--- config.mk ---
export PLATFORM = sky130hd
export DESIGN_NAME = fifo_drain_echo
export DESIGN_NICKNAME = d
export VERILOG_FILES = /design/src/rtl/fifo_if_pkg.sv /design/src/rtl/fifo_drain_buf.sv /design/src/rtl/fifo_drain_echo.sv
export SDC_FILE = /design/constraint.sdc
export NUM_CORES = 1
export LEC_CHECK = 0
export ABC_AREA = 0
export CORE_MARGIN = 2
export CORE_UTILIZATION = 43
export CTS_CLUSTER_DIAMETER = 60
export DETAILED_ROUTE_END_ITERATION = 6
export PLACE_DENSITY = 0.75
export SLEW_MARGIN = 20
export SYNTH_ARGS = -nofsm -noshare
export SYNTH_HDL_FRONTEND = slang
export SYNTH_SLANG_ARGS = --single-unit
--- constraint.sdc ---
create_clock -name CLK -period 4 [get_ports CLK]
set_clock_uncertainty 0.2 [all_clocks]
set_input_delay 0.8 -clock CLK [delete_from_list [all_inputs] [get_ports CLK]]
set_output_delay 0.8 -clock CLK [all_outputs]
set_load 0.01 [all_outputs]
--- src/rtl/fifo_if_pkg.sv ---
// Shared types and sizing helpers for the FIFO drain/echo block.
package fifo_if_pkg;

  localparam int WIDTH_DEF = 32;
  localparam int DEPTH_DEF = 2;
  localparam int CNT_W_DEF = 16;

  // Pointer width for the default buffer depth.
  localparam int PTR_W_DEF = $clog2(DEPTH_DEF);

  typedef logic [WIDTH_DEF-1:0] data_t;

  // Pull-side flow-control state.
  typedef enum logic {
    RUN    = 1'b0,
    PAUSED = 1'b1
  } state_t;

  // Pointer width for a power-of-2 depth (never below 1 bit).
  function automatic int ptr_w(input int depth);
    return (depth > 1) ? $clog2(depth) : 1;
  endfunction

endpackage

--- src/rtl/fifo_drain_buf.sv ---
// Small circular buffer holding words pulled from upstream until heard accepts them.
module fifo_drain_buf
  import fifo_if_pkg::*;
#(
  parameter int WIDTH = WIDTH_DEF,
  parameter int DEPTH = DEPTH_DEF
) (
  input  logic             clk,
  input  logic             rst,
  input  logic             push,
  input  logic             pop,
  input  logic             clear,
  input  logic [WIDTH-1:0] wdata,
  output logic [WIDTH-1:0] head,
  output logic             full,
  output logic             empty
);

  localparam int PW = ptr_w(DEPTH);
  localparam int OW = PW + 1;

  logic [WIDTH-1:0] mem [DEPTH];
  logic [PW-1:0]    wr_ptr;
  logic [PW-1:0]    rd_ptr;
  logic [OW-1:0]    occ;
  logic             do_push;
  logic             do_pop;

  // Push is refused when full even if a pop happens in the same cycle;
  // clear suppresses both sides.
  assign full    = (occ == OW'(DEPTH));
  assign empty   = (occ == '0);
  assign do_push = push & ~full & ~clear;
  assign do_pop  = pop & ~empty & ~clear;
  assign head    = empty ? '0 : mem[rd_ptr];

  // Storage write; contents are only read while occupancy says they are valid.
  always_ff @(posedge clk) begin
    if (do_push) mem[wr_ptr] <= wdata;
  end

  // Pointers wrap naturally since DEPTH is a power of 2.
  always_ff @(posedge clk or posedge rst) begin
    if (rst) begin
      wr_ptr <= '0;
      rd_ptr <= '0;
      occ    <= '0;
    end else if (clear) begin
      wr_ptr <= '0;
      rd_ptr <= '0;
      occ    <= '0;
    end else begin
      if (do_push) wr_ptr <= wr_ptr + PW'(1);
      if (do_pop)  rd_ptr <= rd_ptr + PW'(1);
      case ({do_push, do_pop})
        2'b10:   occ <= occ + OW'(1);
        2'b01:   occ <= occ - OW'(1);
        default: occ <= occ;
      endcase
    end
  end

endmodule

--- src/rtl/fifo_drain_echo.sv ---
// Pulls words from an upstream FIFO (first/deq) and re-issues them on heard(v),
// with pause/resume, flush and a delivered-word counter.
//
// Handshake: a method call happens on a cycle where its __ENA is high; an
// upstream deq is only issued when fifo_first__RDY and fifo_deq__RDY are both
// high, and a heard word is consumed on a cycle with heard__ENA & heard__RDY.
module fifo_drain_echo
  import fifo_if_pkg::*;
#(
  parameter int WIDTH = WIDTH_DEF,
  parameter int DEPTH = DEPTH_DEF,
  parameter int CNT_W = CNT_W_DEF
) (
  input  logic             CLK,
  input  logic             RST,
  input  logic [WIDTH-1:0] fifo_first,
  input  logic             fifo_first__RDY,
  input  logic             fifo_deq__RDY,
  output logic             fifo_deq__ENA,
  output logic             heard__ENA,
  output logic [WIDTH-1:0] heard_v,
  input  logic             heard__RDY,
  input  logic             pause__ENA,
  input  logic             resume__ENA,
  input  logic             flush__ENA,
  output logic [CNT_W-1:0] count,
  output logic             busy,
  output logic             state_dbg
);

  state_t state;
  state_t state_next;
  logic   full;
  logic   empty;
  logic   pop;

  // Upstream pull is gated by RST directly so it drops the moment reset rises.
  assign fifo_deq__ENA = fifo_first__RDY & fifo_deq__RDY & (state == RUN) &
                         ~full & ~flush__ENA & ~RST;
  assign heard__ENA    = ~empty & ~flush__ENA;
  assign pop           = heard__ENA & heard__RDY;
  assign busy          = ~empty;
  assign state_dbg     = state;

  fifo_drain_buf #(
    .WIDTH (WIDTH),
    .DEPTH (DEPTH)
  ) u_buf (
    .clk   (CLK),
    .rst   (RST),
    .push  (fifo_deq__ENA),
    .pop   (pop),
    .clear (flush__ENA),
    .wdata (fifo_first),
    .head  (heard_v),
    .full  (full),
    .empty (empty)
  );

  // Flow-control state register.
  always_ff @(posedge CLK or posedge RST) begin
    if (RST) state <= RUN;
    else     state <= state_next;
  end

  // Pause/resume transitions; simultaneous requests cancel out.
  always_comb begin
    state_next = state;
    case (state)
      RUN:     if (pause__ENA && !resume__ENA) state_next = PAUSED;
      PAUSED:  if (resume__ENA && !pause__ENA) state_next = RUN;
      default: state_next = RUN;
    endcase
  end

  // Delivered-word counter, wraps freely.
  always_ff @(posedge CLK or posedge RST) begin
    if (RST)      count <= '0;
    else if (pop) count <= count + CNT_W'(1);
  end

endmodule

======== After elaboration in Yosys (flattened, before gate mapping) ========
Memory sizes are Yosys's and may differ from the RTL's.
Index checks and enable logic that the tools add are counted.
storage, ports and cells
  flip-flop bits (word level) ............. 21
  bits in writable memories ............... 64
  input bits .............................. 40
  output and inout bits ................... 52
  logic and storage cells ................. 50
  memories ................................ 1
operators by class
  add/subtract/negate cells ............... 5
  equality and inequality tests ........... 3
  muxes and demuxes ....................... 12
  bitwise gates (word level) .............. 16
  reductions and logical operators ........ 8
memory list
  name       words  bits a word  read ports  clocked after memory_dff  write ports  RTL line              source
  u_buf.mem  2      32           1           0                         1            fifo_drain_buf.sv:22  logic [WIDTH-1:0] mem [DEPTH];
operators by type and width
  operator                                          count
  2-to-1 mux 32 bit                                 1
  adder 16 x 1 -> 16 bit, second input constant     1
  AND 1 bit                                         11
  2-to-1 mux 1 bit                                  8
  inverter 1 bit                                    5
  == test 2 bit, second input constant              2
  case mux 2 bit (2 select lines)                   1
  nonzero test 2 bit                                2
  nonzero test 3 bit                                1
  adder 1 bit, second input constant                2
  adder 2 x 1 -> 2 bit, second input constant       1
  == test 2 x 1 -> 1 bit, second input constant     1
  logical AND 1 bit                                 2
  zero test 1 bit                                   2
  zero test 2 bit                                   1
  2-to-1 mux 2 bit                                  1
  case mux 1 bit (2 select lines)                   1
  subtractor 2 x 1 -> 2 bit, second input constant  1

======== Depth between registers and ports, before layout ========
  word-level depth ........................ 10
  gate-level depth with buffers ........... 6
  mapped depth without buffers ............ 5

======== Modules after synthesis ========
Synthesis repeated with hierarchy kept, for this count alone.
unflattened totals
  cells, all modules ...................... 229
  area total of the unflattened synthesis .. 3414.5 µm²
by module, submodules not included
  module           times used  cells an instance  area an instance (µm²)
  fifo_drain_buf   1           162                2641.3
  fifo_drain_echo  1           67                 773.2

======== Least setup slack after synthesis ========
OpenSTA, ideal clock, no wires.
  path kind ............................... input port to flip-flop
  from .................................... input port RST
  to ...................................... memory u_buf.mem[0][0] (netlist name), enable pin
  library setup time ...................... 0.461 ns
  arrival ................................. 3.516 ns
  slack ................................... -0.177 ns
  stages .................................. 3
  path buffers ............................ 0
  cell sequence ........................... and4bb_2 o21ai_0 nor3_1
on the way
  cells in the longest elaborated chain, start to end .. 6
ends and longest elaborated chain
  what                                    RTL line               source
  start, declared                         fifo_drain_echo.sv:15  input logic RST,
  inverter 1 bit                          fifo_drain_echo.sv:39  ~full & ~flush__ENA & ~RST;
  AND 1 bit                               fifo_drain_echo.sv:39
  AND 1 bit (2 in series)                 fifo_drain_buf.sv:33   assign do_push = push & ~full & ~clear;
  2-to-1 mux 1 bit                        fifo_drain_buf.sv:39   if (do_push) mem[wr_ptr] <= wdata;
  2-to-1 mux 1 bit (implied by the code)  fifo_drain_buf.sv:39
  end, declared                           fifo_drain_buf.sv:22
No other way between the ends.

======== Worst setup path after layout ========
  from .................................... input port RST
  to ...................................... output port fifo_deq__ENA
on the way
  cells in the longest elaborated chain, start to end .. 2
ends and longest elaborated chain
  what            RTL line               source
  inverter 1 bit  fifo_drain_echo.sv:39
  AND 1 bit       fifo_drain_echo.sv:39
  end, declared   fifo_drain_echo.sv:19  output logic fifo_deq__ENA,
No other way between the ends.

==> metrics.md <==
| Metric | Value |
|---|---|
| Register area share after synthesis | 72.0% |
| Global-route wire length before repair | 10,300 um |
| Sequential Power Share | 53.1% |
| Setup Buffers After CTS | 0 |
| RSZ-0062 raised after global routing | false |
| Initial detailed-routing violation count | 99 |
| Hold-fix buffers, CTS | 0 |
| Bufs on Longest Clock Path | 2 |
| Critical-path maximum fanout | 6 |
| Root Driver | clkbuf_8 |
| Vias | 2,073 |
| Fillcell total | 613 |
| Switching pwr | 387 uW |
| Total clock sinks | 85 |
| Ys async rst share | 24.7% |
| Most frequent cells after synthesis | 64 x edfxtp_1, 43 x nor2_1, 32 x mux2i_1 |
| Die X | 92.9 um |
| Fmax | 278 MHz |
| Hold Fails Final Rpt | 0 |
| Clock latency on the worst-skew pair | 0.35 ns |
| Die span in y | 92.9 um |
| GRT Residual Overflow | 0 |
| Final ANT Viol Nets | 0 |
| Reg area | 2450 um2 |
| Critical path startpoint category | primary input |
| Largest cells by area after synthesis | edfxtp_1 57%, dfrtp_1 15%, mux2i_1 9.4% |
| Largest net degree at the start of global routing | 33 |
| Vias in the first global route | 2,165 |
| Power per Cell Area | 396 nW/um2 |
| GRT Util Overall | 15.9% |
| Setup WS pre-CTS | 0.398 ns |
| # IOs | 92 |
| Clock share of power | 38.9% |
| CTS tree | done |
| Share of cells above drive strength 1 | 9.23% |
| Num CTS Buffers | 9 |
| Area share of the largest cell type after synthesis | 56.6% |
| CP cell instances | clkdlybuf4s50_1, and4bb_2, o21ai_0, nor2_1, clkdlybuf4s50_1 |
| Inst Count DP | 422 |
| Final Cycle Share | 90.0% |
| Netlist cell types | 31 |
| Die area | 8630 um2 |
| Min-delay worst type | reg -> reg |
| WL per Instance | 14.7 um |
| Post-synth top flop | edfxtp_1 |
| Mapped Nets | 272 |
| Max_cap viols | 0 |
| Post-Syn Area | 3400 um2 |
| Nets | 372 |
| Leak pwr | 1.66 nW |
| Initial antenna violation count | 0 |
| Element type at the critical path end | primary output |
| Flops & latches, synth | 85 |
| Switching share of power | 20.8% |
| Cells after Synth | 231 |
| Core Box Area | 7690 um2 |
| Max incr delay on CP | 0.56 ns |
| FP Rows | 32 |
| Comb power frac | 8.0% |
| CP Class | in -> out |
| CP required | 3.00 ns |
| Yosys warning count | 0 |
| Slew Limit Fails | 0 |
| Most common cell on crit path | clkdlybuf4s50_1 |
| Final worst slack | 0.401 ns |
| Diode count | 0 |
| Cell taking the most area after synthesis | edfxtp_1 |
| Critical path arrival | 2.60 ns |
| Fin Setup TNS | 0 ns |
| Slew HR | 46.7% |
| Reg clk slew, reported paths | 0.09 ns |
| Routability cong. | 0.723 |
| Worst Tran Pin Value | 0.799 ns |
| Initial Util | 44.2% |
| Vias per std cell | 4.73 |
| Cell Int Power | 1.48 mW |
| VDD IR-drop max | 0.000295 V |
| DRC violations left | 0 |
| Post_cts resized | 0 |
| Drt total wl | 6420 um |
| Dpl hpwl | 4290 um |
| Most common cell in the netlist | edfxtp_1 |
| Drt pass-1 iters | 4 |
| Post-route insts no fill | 438 |
| Area of the multi-input gates | 898 um2 |
| Layout area overhead | 38.7% |
| Min Tclk post-route | 3.60 ns |
| Max stage delay cell, worst path | clkdlybuf4s50_1 |
| Final setup viols | 0 |
| Avg Synthesized Cell Area | 14.7 um2 |
| # H-tree levels | 3 |
| Outcome | finished clean |
| Number of synthesized flops with an enable pin | 64 |
| PortBufs | 91 |
-- cell usage in the layout, fill, tap and decap left out, drive strengths merged --
master | Yosys | layout
o21bai | 1 | 1
maj3 | 1 | 1
or4b | 1 | 1
o21ai | 2 | 2
bufinv | 0 | 3
mux2i | 32 | 32
xor2 | 9 | 9
clkinvlp | 0 | 2
edfxtp | 64 | 64
clkinv | 0 | 1
and2 | 2 | 2
a22oi | 1 | 1
xnor2 | 8 | 8
buf | 4 | 7
and3 | 1 | 1
ha | 1 | 1
clkdlybuf4s50 | 0 | 91
nand4 | 3 | 3
nor3 | 5 | 5
clkbuf | 5 | 9
a21oi | 3 | 3
nand2 | 6 | 6
and4bb | 1 | 1
nand2b | 1 | 1
nor4 | 1 | 1
or3 | 1 | 1
and4 | 2 | 2
mux2 | 1 | 1
nor2 | 43 | 43
inv | 7 | 8
nor3b | 1 | 1
dfrtp | 21 | 21
nand3 | 3 | 3
-- per-stage QoR --
step	instance area, um2	utilization [%]	hold slack (ns)	power, mW
global route	4710	61.3	0.315	1.94
floorplan	3400	-	0.304	1.06
CTS	4710	61.3	0.272	1.88
finish	4710	61.3	0.270	1.86
global placement	4460	58.1	0.261	1.16
detailed placement	4460	58.1	0.256	1.16
-- registers in the layout, summed over array words and instances, names as in the netlist --
name,cells
u_buf.mem,64
count,16
u_buf.occ,2
state_dbg,1
u_buf.rd_ptr,1
u_buf.wr_ptr,1
-- critical path, delay by kind of cell --
family | cells | cell delay (ns)
buffers and inverters | 2 | 0.97
and+or+nand+nor | 2 | 0.59
AOI/OAI and AO/OA | 1 | 0.23
-- per-layer routing --
metal  share of wire [%]  GRT usage [%]
met3                 4.0           3.34
met5                   0              0
met1                  41           19.1
met2                  54           27.8
met4                 1.1           6.62
-- cell type report --
cell class              count  share of cell area (%)
multi-input cells         130                    19.1
clock inverters             7                    2.60
repair buffers             98                    20.5
inverters                   7                   0.558
clock buffers               9                    2.63
well taps                 102                    2.71
flip-flops and latches     85                    52.0
-- power groups by stage --
stage | combinational [mW] | clock [mW] | sequential, mW
3_3_place_gp | 0.147 | 0 | 1.01
6_report | 0.148 | 0.726 | 0.990
2_1_floorplan | 0.0519 | 0 | 1.01
3_5_place_dp | 0.150 | 0 | 1.01
5_1_grt | 0.162 | 0.785 | 0.994
4_1_cts | 0.151 | 0.742 | 0.991
-- worst paths after layout --
path	start	end	slack, ns	cells past startpoint
setup / recovery	RST	fifo_deq__ENA	0.40	5
hold / removal	count[15]$_DFFE_PP0N_	count[15]$_DFFE_PP0N_	0.27	1
setup reg to reg	state_dbg$_DFF_PP0_	u_buf.mem[1][31]$_DFFE_PP_	1.77	5
hold reg to reg	count[15]$_DFFE_PP0N_	count[15]$_DFFE_PP0N_	0.27	1
max in group asynchronous	RST	u_buf.rd_ptr$_DFFE_PP0P_	2.33	2
min in group asynchronous	RST	count[15]$_DFFE_PP0N_	0.72	2
-- cell families after synthesis --
family	synth area share (%)
compound gates	1.29
xor+xnor	4.38
fa+ha+maj	0.663
buf+inv	1.92
flops	72.0
mux	9.76
simple gates	9.94
Note: power is estimated with default switching activity, not from simulation.
